==> config.mk <==
export PLATFORM = sky130hd
export DESIGN_NAME = rc4_ksa_flat
export DESIGN_NICKNAME = d
export VERILOG_FILES = /design/src/rtl/rc4_ksa_if.sv /design/src/rtl/rc4_ksa.sv /design/src/flat_wrapper.sv
export SDC_FILE = /design/constraint.sdc
export NUM_CORES = 1
export LEC_CHECK = 0
export ABC_CLOCK_PERIOD_IN_PS = 3870
export BUFFER_PORTS_ARGS = -buffer_cell sky130_fd_sc_hd__buf_2
export CELL_PAD_IN_SITES_DETAIL_PLACEMENT = 0
export CELL_PAD_IN_SITES_GLOBAL_PLACEMENT = 1
export CORE_MARGIN = 1.5
export CORE_UTILIZATION = 35
export CTS_BUF_LIST = sky130_fd_sc_hd__clkbuf_8 sky130_fd_sc_hd__clkbuf_16
export DETAILED_ROUTE_END_ITERATION = 7
export PLACE_DENSITY = 0.9
export SYNTH_ARGS = -nofsm -noshare
export SYNTH_HDL_FRONTEND = slang
export SYNTH_SLANG_ARGS = --single-unit
==> constraint.sdc <==
create_clock -name clk -period 3.87 [get_ports clk]
set_clock_uncertainty 0.15 [all_clocks]
set_input_delay 0 -clock clk [delete_from_list [all_inputs] [get_ports clk]]
set_output_delay 0 -clock clk [all_outputs]
set_load 0.05 [all_outputs]
==> src/rtl/rc4_ksa_if.sv <==
// Control and S-box RAM port bundle for the RC4 key-scheduling controller.
interface rc4_ksa_if;
  logic        start;
  logic [23:0] key;
  logic        busy;
  logic        done;
  logic [31:0] mem_d;
  logic [7:0]  mem_wa;
  logic [7:0]  mem_ra;
  logic        mem_we;
  logic [31:0] mem_q;

  modport master (
    output start, key, mem_q,
    input  busy, done, mem_d, mem_wa, mem_ra, mem_we
  );

  modport slave (
    input  start, key, mem_q,
    output busy, done, mem_d, mem_wa, mem_ra, mem_we
  );
endinterface

==> src/rtl/rc4_ksa.sv <==
// RC4 key schedule over an external 256x32 S-box RAM with registered read data.
// Optional macro RC4_KSA_KEY_LATCH_EN captures the key at start instead of using it live.
module rc4_ksa (
  input  logic       clk,
  input  logic       reset,
  rc4_ksa_if.slave   bus
);

  typedef enum logic [2:0] {
    S_IDLE, S_INIT, S_RD_I, S_CALC_J, S_GET_J, S_WR_J, S_DONE
  } state_t;

  state_t      state, state_nxt;
  logic [7:0]  i, j, si, sj;
  logic [1:0]  kidx;
  logic [7:0]  keybyte, jn;
  logic [23:0] key_use;
  logic        busy, done, mem_we;
  logic [7:0]  mem_wa, mem_ra;
  logic [31:0] mem_d;
  logic        accept;

  assign accept = (state == S_IDLE) && bus.start;

`ifdef RC4_KSA_KEY_LATCH_EN
  logic [23:0] key_r;
  always_ff @(posedge clk) begin
    if (accept) key_r <= bus.key;
  end
  assign key_use = key_r;
`else
  assign key_use = bus.key;
`endif

  always_comb begin
    case (kidx)
      2'd0:    keybyte = key_use[23:16];
      2'd1:    keybyte = key_use[15:8];
      default: keybyte = key_use[7:0];
    endcase
  end

  // mem_q carries S[i] during CALC_J, so the new j is formed in the same cycle
  assign jn = j + bus.mem_q[7:0] + keybyte;

  always_ff @(posedge clk or posedge reset) begin
    if (reset) state <= S_IDLE;
    else       state <= state_nxt;
  end

  always_comb begin
    state_nxt = state;
    busy      = 1'b0;
    done      = 1'b0;
    mem_we    = 1'b0;
    mem_wa    = 8'd0;
    mem_ra    = 8'd0;
    mem_d     = 32'd0;
    case (state)
      S_IDLE: begin
        if (bus.start) state_nxt = S_INIT;
      end
      S_INIT: begin
        busy   = 1'b1;
        mem_we = 1'b1;
        mem_wa = i;
        mem_d  = {24'd0, i};
        if (i == 8'hFF) state_nxt = S_RD_I;
      end
      S_RD_I: begin
        busy      = 1'b1;
        mem_ra    = i;
        state_nxt = S_CALC_J;
      end
      S_CALC_J: begin
        busy      = 1'b1;
        mem_ra    = jn;
        state_nxt = S_GET_J;
      end
      S_GET_J: begin
        busy      = 1'b1;
        mem_we    = 1'b1;
        mem_wa    = i;
        mem_d     = {24'd0, bus.mem_q[7:0]};
        state_nxt = S_WR_J;
      end
      S_WR_J: begin
        busy      = 1'b1;
        mem_we    = 1'b1;
        mem_wa    = j;
        mem_d     = {24'd0, si};
        state_nxt = (i == 8'hFF) ? S_DONE : S_RD_I;
      end
      S_DONE: begin
        done      = 1'b1;
        state_nxt = S_IDLE;
      end
      default: state_nxt = S_IDLE;
    endcase
  end

  always_ff @(posedge clk or posedge reset) begin
    if (reset) begin
      i    <= 8'd0;
      j    <= 8'd0;
      kidx <= 2'd0;
    end else begin
      case (state)
        S_IDLE: begin
          if (bus.start) begin
            i    <= 8'd0;
            j    <= 8'd0;
            kidx <= 2'd0;
          end
        end
        S_INIT:   i <= i + 8'd1;
        S_CALC_J: j <= jn;
        S_WR_J: begin
          kidx <= (kidx == 2'd2) ? 2'd0 : kidx + 2'd1;
          if (i != 8'hFF) i <= i + 8'd1;
        end
        default: ;
      endcase
    end
  end

  always_ff @(posedge clk) begin
    if (state == S_CALC_J) si <= bus.mem_q[7:0];
    if (state == S_GET_J)  sj <= bus.mem_q[7:0];
  end

  // sj is held for observation only; the GET_J write already uses mem_q directly
  logic unused_bits;
  assign unused_bits = ^{bus.mem_q[31:8], sj};

  assign bus.busy   = busy;
  assign bus.done   = done;
  assign bus.mem_we = mem_we;
  assign bus.mem_wa = mem_wa;
  assign bus.mem_ra = mem_ra;
  assign bus.mem_d  = mem_d;

endmodule

==> src/flat_wrapper.sv <==
// flat-port wrapper written by rule: the top's interface ports become plain ports
module rc4_ksa_flat 
  (clk, reset, bus_start, bus_key, bus_mem_q, bus_busy, bus_done, bus_mem_d, bus_mem_wa, bus_mem_ra, bus_mem_we);
  rc4_ksa_if bus_i ();
  input  logic clk;
  input  logic reset;
  input wire logic [$bits(bus_i.start)-1:0] bus_start;
  input wire logic [$bits(bus_i.key)-1:0] bus_key;
  input wire logic [$bits(bus_i.mem_q)-1:0] bus_mem_q;
  output wire logic [$bits(bus_i.busy)-1:0] bus_busy;
  output wire logic [$bits(bus_i.done)-1:0] bus_done;
  output wire logic [$bits(bus_i.mem_d)-1:0] bus_mem_d;
  output wire logic [$bits(bus_i.mem_wa)-1:0] bus_mem_wa;
  output wire logic [$bits(bus_i.mem_ra)-1:0] bus_mem_ra;
  output wire logic [$bits(bus_i.mem_we)-1:0] bus_mem_we;
  assign bus_i.start = bus_start;
  assign bus_i.key = bus_key;
  assign bus_i.mem_q = bus_mem_q;
  assign bus_busy = bus_i.busy;
  assign bus_done = bus_i.done;
  assign bus_mem_d = bus_i.mem_d;
  assign bus_mem_wa = bus_i.mem_wa;
  assign bus_mem_ra = bus_i.mem_ra;
  assign bus_mem_we = bus_i.mem_we;
  rc4_ksa u_core (.clk(clk), .reset(reset), .bus(bus_i));
endmodule
==> impl_metrics.csv, run 1 <==
group,metric,value,unit
status,status,"finished, final reports clean",
floorplan,die_h,89.95,um
clock_tree,cts_root_buf,"clkbuf_8",
worst_setup_path,worstSetupPathType,"reg2out",
run,drv_cap,0,
timing,setup-violations-final,0,
place,place.gp.congestion,0.8117,
grt,grt_pass1_vias,2191,
layout,syn2layout_area_growth,18.68,%
place,dpl_cell_area,2953,sq um
hold_path,hp-class,"in2async",
floorplan,ios,110,
power,power_density,769.1,nW/um^2
synthesis,avgSynthCellArea,8.093,sq um
clock_tree,postCtsSetupRepairBufs,0,
synthesis,ys_ff_latch,29,
route,met3_length,331,um
timing,slew_viol_final,0,
clock_tree,cts_tree,"built",
floorplan,rows,31,
route,drtPass1Iterations,4,
grt,grt.overflow.total,0,
layout,finalInstanceArea,3141,sq um
synthesis,synth_edf_count,8,
route,drtAntennaViolNets,0,
power,p_leak,1.515,nW
place,pre_cts_ws,0.4824,ns
clock_tree,cts.sinks,29,
route,drc,0,
timing,rsz0062_at_grt,"false",
synthesis,async_reset_ff_frac,0.7241,
layout,final_nets,468,
route,vias_per_cell,4.717,
layout,antennaDiodeCount,0,
timing,tns,0,ns
clock_tree,clk_pin_slew_worst_paths,0.08,ns
timing,tightestPinTransition,0.8493,ns
power,irDropWorstVdd,0.0004712,V
clock_tree,numCtsBuffers,5,
route,top_layer,"met4",
place,hpwl,4.944,mm
grt,grt_util_all_layers,0.1601,
timing,hold_violations,0,
route,dr_total_vias,2330,
clock_tree,cts_buffer_depth,2,
grt,antenna_found_initial,0,
timing,min_period,3.615,ns
worst_setup_path,crit_required,3.72,ns
worst_setup_path,endpoint_kind,"output port",
timing,maxSlewHeadroom,0.4331,
floorplan,core,7292,sq um
clock_tree,htreeDepth,2,
power,p_total,0.002415,W
place,port_buffers,61,
synthesis,ys_seq_area_frac,0.2894,
timing,fmax,0.2766,GHz
worst_setup_path,startpoint_type,"register",
grt,grt_start_max_net_pins,34,
synthesis,yosysWarnings,0,
clock_tree,clk_latency,0.29,ns
synthesis,ys.flop_type,"dfrtp_1",
synthesis,synthesis.area,2646,sq um
grt,grt_pass1_wl,10.45,mm
layout,drive_gt1_frac,0.2304,
synthesis,synthCells,327,
floorplan,initial_core_util,0.3629,
layout,mostFrequentLayoutCell,"buf_2",
layout,layout_common_cells,"61 x buf_2, 42 x nand2_1, 34 x inv_1",
floorplan,die_area,8091,sq um
route,wl,6.630,mm
route,wl_met2,3.150,mm
synthesis,yosysUniqueCellTypes,48,
worst_setup_path,crit_fanout,7,
worst_setup_path,startpoint,"u_core.kidx[0]",
route,drt_iter0_markers,84,
worst_setup_path,r2r-start,"u_core.kidx[0]",
route,detail_route.wl_per_cell,13.42,um
timing,period_share,0.9341,
route,wl_met1,3.109,mm
floorplan,die_w,89.95,um
timing,fin_ws,0.2550,ns
worst_setup_path,arrival,3.46,ns
routing by layer:
metal  up-vias  track usage
met4         0      0.02116
met3         6      0.03723
met2        67       0.2742
li1       1163            -
met5         -            0
met1      1094       0.2113
final cells by class:
class                      instances  area, sq um
fill                             772         4151
multi-input combinational        246         1582
sequential                        29        767.0
timing repair buffer              77        450.4
inverter                          35        131.4
tap                               99        123.9
clock buffer                       5        68.82
clock inverter                     3        17.52
worst paths after layout:
check / end / slack (ns) / depth (start not counted)
min in group clk: u_core.j[7] / 0.28 / 6
setup / recovery: bus_mem_ra[7] / 0.26 / 14
hold reg to reg: u_core.j[7] / 0.38 / 2
setup reg to reg: u_core.j[6] / 0.74 / 12
hold / removal: u_core.j[0] / 0.28 / 3
max in group asynchronous: u_core.kidx[0] / 2.71 / 3
metrics by stage:
stage | util | cells | hold WS [ns]
floorplan | - | 350 | -0.1735
global route | 0.4307 | 494 | 0.2991
global placement | 0.4049 | 476 | 0.04161
CTS | 0.4305 | 494 | 0.2640
detailed placement | 0.4049 | 476 | 0.04917
finish | 0.4307 | 494 | 0.2755
Yosys cell counts (2+ instances only):
library cell  number  area share
nand2_1           42       0.060
inv_1             34       0.048
a21oi_1           31       0.059
nor2_1            26       0.037
buf_4             25       0.071
o21ai_0           23       0.043
dfrtp_1           21        0.20
mux2i_1           13       0.049
xnor2_1           10       0.033
nand2b_1           9       0.021
buf_2              8       0.015
edfxtp_1           8       0.091
fa_1               8       0.061
ha_1               7       0.033
nor2b_1            6       0.014
a22o_1             5       0.017
and2_1             4      0.0095
clkbuf_1           4      0.0057
nand3_1            4      0.0076
buf_1              3      0.0043
nor3_1             3      0.0057
o22ai_1            3      0.0071
a21bo_2            2      0.0076
a21o_1             2      0.0057
mux2_2             2      0.0085
xor2_1             2      0.0066
cell families after synthesis:
kind of cell / share of synthesized area
other: 0.001417
DFF: 0.2894
muxes: 0.05768
and+or+nand+nor: 0.1868
AOI/OAI and AO/OA: 0.1858
adders and majority gates: 0.09361
xor gates and xnor gates: 0.03972
buffers and inverters: 0.1456
power by group:
group	total (W)	internal (W)	switching, W
sequential	0.000525	0.000406	0.000119
clock	0.000258	0.000124	0.000134
combinational	0.00163	0.000540	0.00109
total	0.00242	0.00107	0.00134
flip-flops by register name (all words and copies together) (netlist names):
signal and cells:
u_core.j 8, u_core.si 8, u_core.kidx 2, u_core.state 3
u_core.i 8
critical path: stages (launching register included):
cell     delay (ns)
dfrtp_2        0.48
mux2i_1        0.21
nor2_1         0.06
a21oi_1        0.17
fa_1           0.44
inv_1          0.07
ha_1           0.19
inv_1          0.06
fa_1           0.41
nor2b_1        0.18
o31a_1         0.16
o22ai_1        0.12
xnor2_1        0.15
o22ai_1        0.17
buf_2          0.30
repair_timing:
action                                  in CTS  in global routing
hold endpoints to repair                    30                  0
gates resized for setup                      0                  1
endpoints found under the setup margin       0                  1
hold buffers                                10                  0
Power figures use the tool's default switching activity.
==> run 2, diff against run 1 <==
==> constraint.sdc (replaced) <==
create_clock -name clk -period 3.87 [get_ports clk]
set_clock_uncertainty 0.15 [all_clocks]
set_input_delay 0.774 -clock clk [delete_from_list [all_inputs] [get_ports clk]]
set_output_delay 0.774 -clock clk [all_outputs]
set_load 0.05 [all_outputs]
==> run 2 against run 1 <==
  * The flow now finishes with violations (negative setup slack)
  * Sequential share of layout area down 2.0 points
  * Flip-flop and latch count unchanged
  * Power up 21%
  * First-iteration DRC count up 57%
  * Via count up 5.5%
==> impl_metrics.csv, run 2 (synthesized netlist as in run 1, its figures left out) <==
group,metric,value,unit
status,status,"finished with violations",
status,violations,"negative setup slack",
place,pre_cts_ws,-0.4906,ns
layout,mostFrequentLayoutCell,"buf_2",
worst_setup_path,crit_fanout,2,
power,power_density,854.3,nW/um^2
grt,grt.overflow.total,0,
layout,instances_no_fill,506,
layout,antennaDiodeCount,0,
worst_setup_path,setup.worst_path.end,"bus_mem_ra[7]",
worst_setup_path,rr_worst_depth,15,
hold_path,hp-class,"reg2reg",
run,drv_cap,0,
route,wl_met1,3.080,mm
grt,antenna_found_initial,0,
route,wl,7.161,mm
route,top_layer,"met4",
worst_setup_path,r2r-start,"u_core.kidx[0]",
layout,syn2layout_area_growth,29.17,%
timing,fmax,0.2410,GHz
clock_tree,clk_latency,0.30,ns
power,swShare,0.5147,
route,wl_met2,3.591,mm
clock_tree,hold_buffers,0,
timing,min_period,4.150,ns
route,dr_total_vias,2459,
timing,setup-violations-final,5,
worst_setup_path,startpoint_type,"primary input",
worst_setup_path,crit_cells,15,
place,dpl.cell_count,490,
power,power_frac_comb,0.684,
route,vias_per_cell,4.860,
timing,rsz0062_at_grt,"true",
floorplan,core,7292,sq um
clock_tree,htreeDepth,2,
grt,grt_pass1_wl,11.62,mm
power,p_int,0.001417,W
worst_setup_path,crit_chain,"buf_6, mux2i_1, nor2_1, a21oi_2, fa_1, inv_1, ha_2, inv_2, fa_2, nor2b_2, o31a_1, o22ai_2, xnor2_2, o22ai_4, buf_6",
floorplan,rows,31,
timing,tightestPinTransition,0.8685,ns
place,port_buffers,61,
layout,drive_gt1_frac,0.3219,
worst_setup_path,crit_required,2.95,ns
worst_setup_path,arrival,3.23,ns
grt,grt_util_all_layers,0.1789,
worst_setup_path,slowest_delay,0.43,ns
worst_setup_path,critPathBufInv,4,
timing,slew_viol_final,0,
worst_setup_path,startpoint,"bus_key[9]",
power,power_switching,0.001503,W
power,p_leak,1.649,nW
route,drtAntennaViolNets,0,
timing,maxSlewHeadroom,0.4203,
timing,period_share,1.072,
route,drtPass1Iterations,4,
clock_tree,cts_buffer_depth,2,
floorplan,die_area,8091,sq um
layout,reg_top3,"u_core.i x8, u_core.j x8, u_core.si x8",
layout,layout_common_cells,"53 x buf_2, 42 x nand2_1, 33 x inv_1",
clock_tree,clk_pin_slew_worst_paths,0.06,ns
route,detail_route.wl_per_cell,14.15,um
power,clock_power_share,0.134,
place,hpwl,5.173,mm
worst_setup_path,critPathSlowestCell,"fa_1",
clock_tree,cts.sinks,29,
clock_tree,cts_root_buf,"clkbuf_8",
floorplan,die_w,89.95,um
timing,fin_ws,-0.2801,ns
layout,fillers,715,
timing,hold_violations,0,
worst_setup_path,endpoint_kind,"output port",
floorplan,ios,110,
worst_setup_path,crit_top_cell,"buf_6",
power,p_seq_frac,0.182,
worst_setup_path,reg2reg_to,"u_core.j[6]",
power,irDropWorstVdd,0.0004480,V
worst_setup_path,worstSetupPathType,"in2out",
route,drt_iter0_markers,132,
worst_setup_path,ff2ff_setup_slack,0.81,ns
route,met3_length,397,um
floorplan,initial_core_util,0.3629,
grt,grt_start_max_net_pins,34,
route,drc,0,
grt,grt_pass1_vias,2383,
floorplan,die_h,89.95,um
layout,final_nets,480,
worst_setup_path,cp_top_family,"adder cells",
place,place.gp.congestion,0.8091,
clock_tree,numCtsBuffers,5,
clock_tree,cts_tree,"built",
-- run 2: changes by cell type in the layout (fill, tap and decap cells not counted), moves of 2 or more --
cell           previous run  this run
bufinv_16                 0         2
xnor2_2                   0         2
xnor2_1                  10         8
o22ai_1                   3         1
buf_2                    61        53
buf_6                     0        10
o21ai_0                  23        21
dlygate4sd3_1            10         0
nor2_1                   26        24
buf_4                     6        25
a21oi_2                   0         5
a21oi_1                  31        25
-- run 2: tightest hold or removal path, cell delays in order, from the launching register on --
cell and delay, ns:
dfrtp_1 0.38, nand2_1 0.05, o21ai_0 0.07
-- run 2: how the worst min path moves through the flow --
stage / startpoint / to / slack [ns] / depth (start not counted)
2_1_floorplan: u_core.j[6] / u_core.j[6] / 0.31 / 2
3_3_place_gp: u_core.j[0] / u_core.j[0] / 0.34 / 2
3_5_place_dp: u_core.j[5] / u_core.j[5] / 0.36 / 1
4_1_cts: u_core.j[5] / u_core.j[5] / 0.38 / 1
5_1_grt: u_core.j[2] / u_core.j[2] / 0.42 / 2
6_report: u_core.j[3] / u_core.j[3] / 0.38 / 2
-- run 2: layer usage --
layer | global-route usage | vias to the layer above
met1 | 0.2274 | 1170
met4 | 0.03307 | 0
met3 | 0.04738 | 13
met2 | 0.3079 | 88
met5 | 0 | -
li1 | - | 1188
-- run 2: power by group through the flow --
| stage | logic [W] | clock network, W | registers (W) |
|---|---|---|---|
| after floorplan | 0.00139 | 0 | 0.000477 |
| after global placement | 0.00169 | 0 | 0.000528 |
| after detailed placement | 0.00174 | 0 | 0.000533 |
| after CTS | 0.00193 | 0.000392 | 0.000528 |
| after global routing | 0.00217 | 0.000409 | 0.000549 |
| final | 0.00200 | 0.000390 | 0.000532 |
-- run 2: final cells by class --
cell class / instances / area, sq um / share of cell area
Clock buffer: 5 / 68.82 / 0.02013
Timing Repair Buffer: 89 / 580.6 / 0.1698
Tap cell: 99 / 123.9 / 0.03624
Clock inverter: 3 / 65.06 / 0.01903
Inverter: 35 / 131.4 / 0.03843
Sequential cell: 29 / 765.7 / 0.2240
Multi-Input combinational cell: 246 / 1683 / 0.4923
-- run 2: what timing repair did --
| item | CTS | global route |
|---|---|---|
| buffers inserted | 4 | 5 |
| pin swaps | 14 | 8 |
| setup endpoints to repair | 6 | 6 |
| gates resized for setup | 29 | 8 |
-- run 2: per-stage QoR --
step	power [W]	util	hold slack [ns]	setup TNS, ns	cell area (sq um)
global placement	0.002220	0.4231	0.3425	-1.184	3085
finish	0.002920	0.4688	0.3848	-0.9004	3418
floorplan	0.001864	-	0.3127	-0.07170	2760
detailed placement	0.002277	0.4231	0.3617	-1.456	3085
global route	0.003124	0.4688	0.4165	-1.603	3418
CTS	0.002846	0.4605	0.3836	-1.000	3358
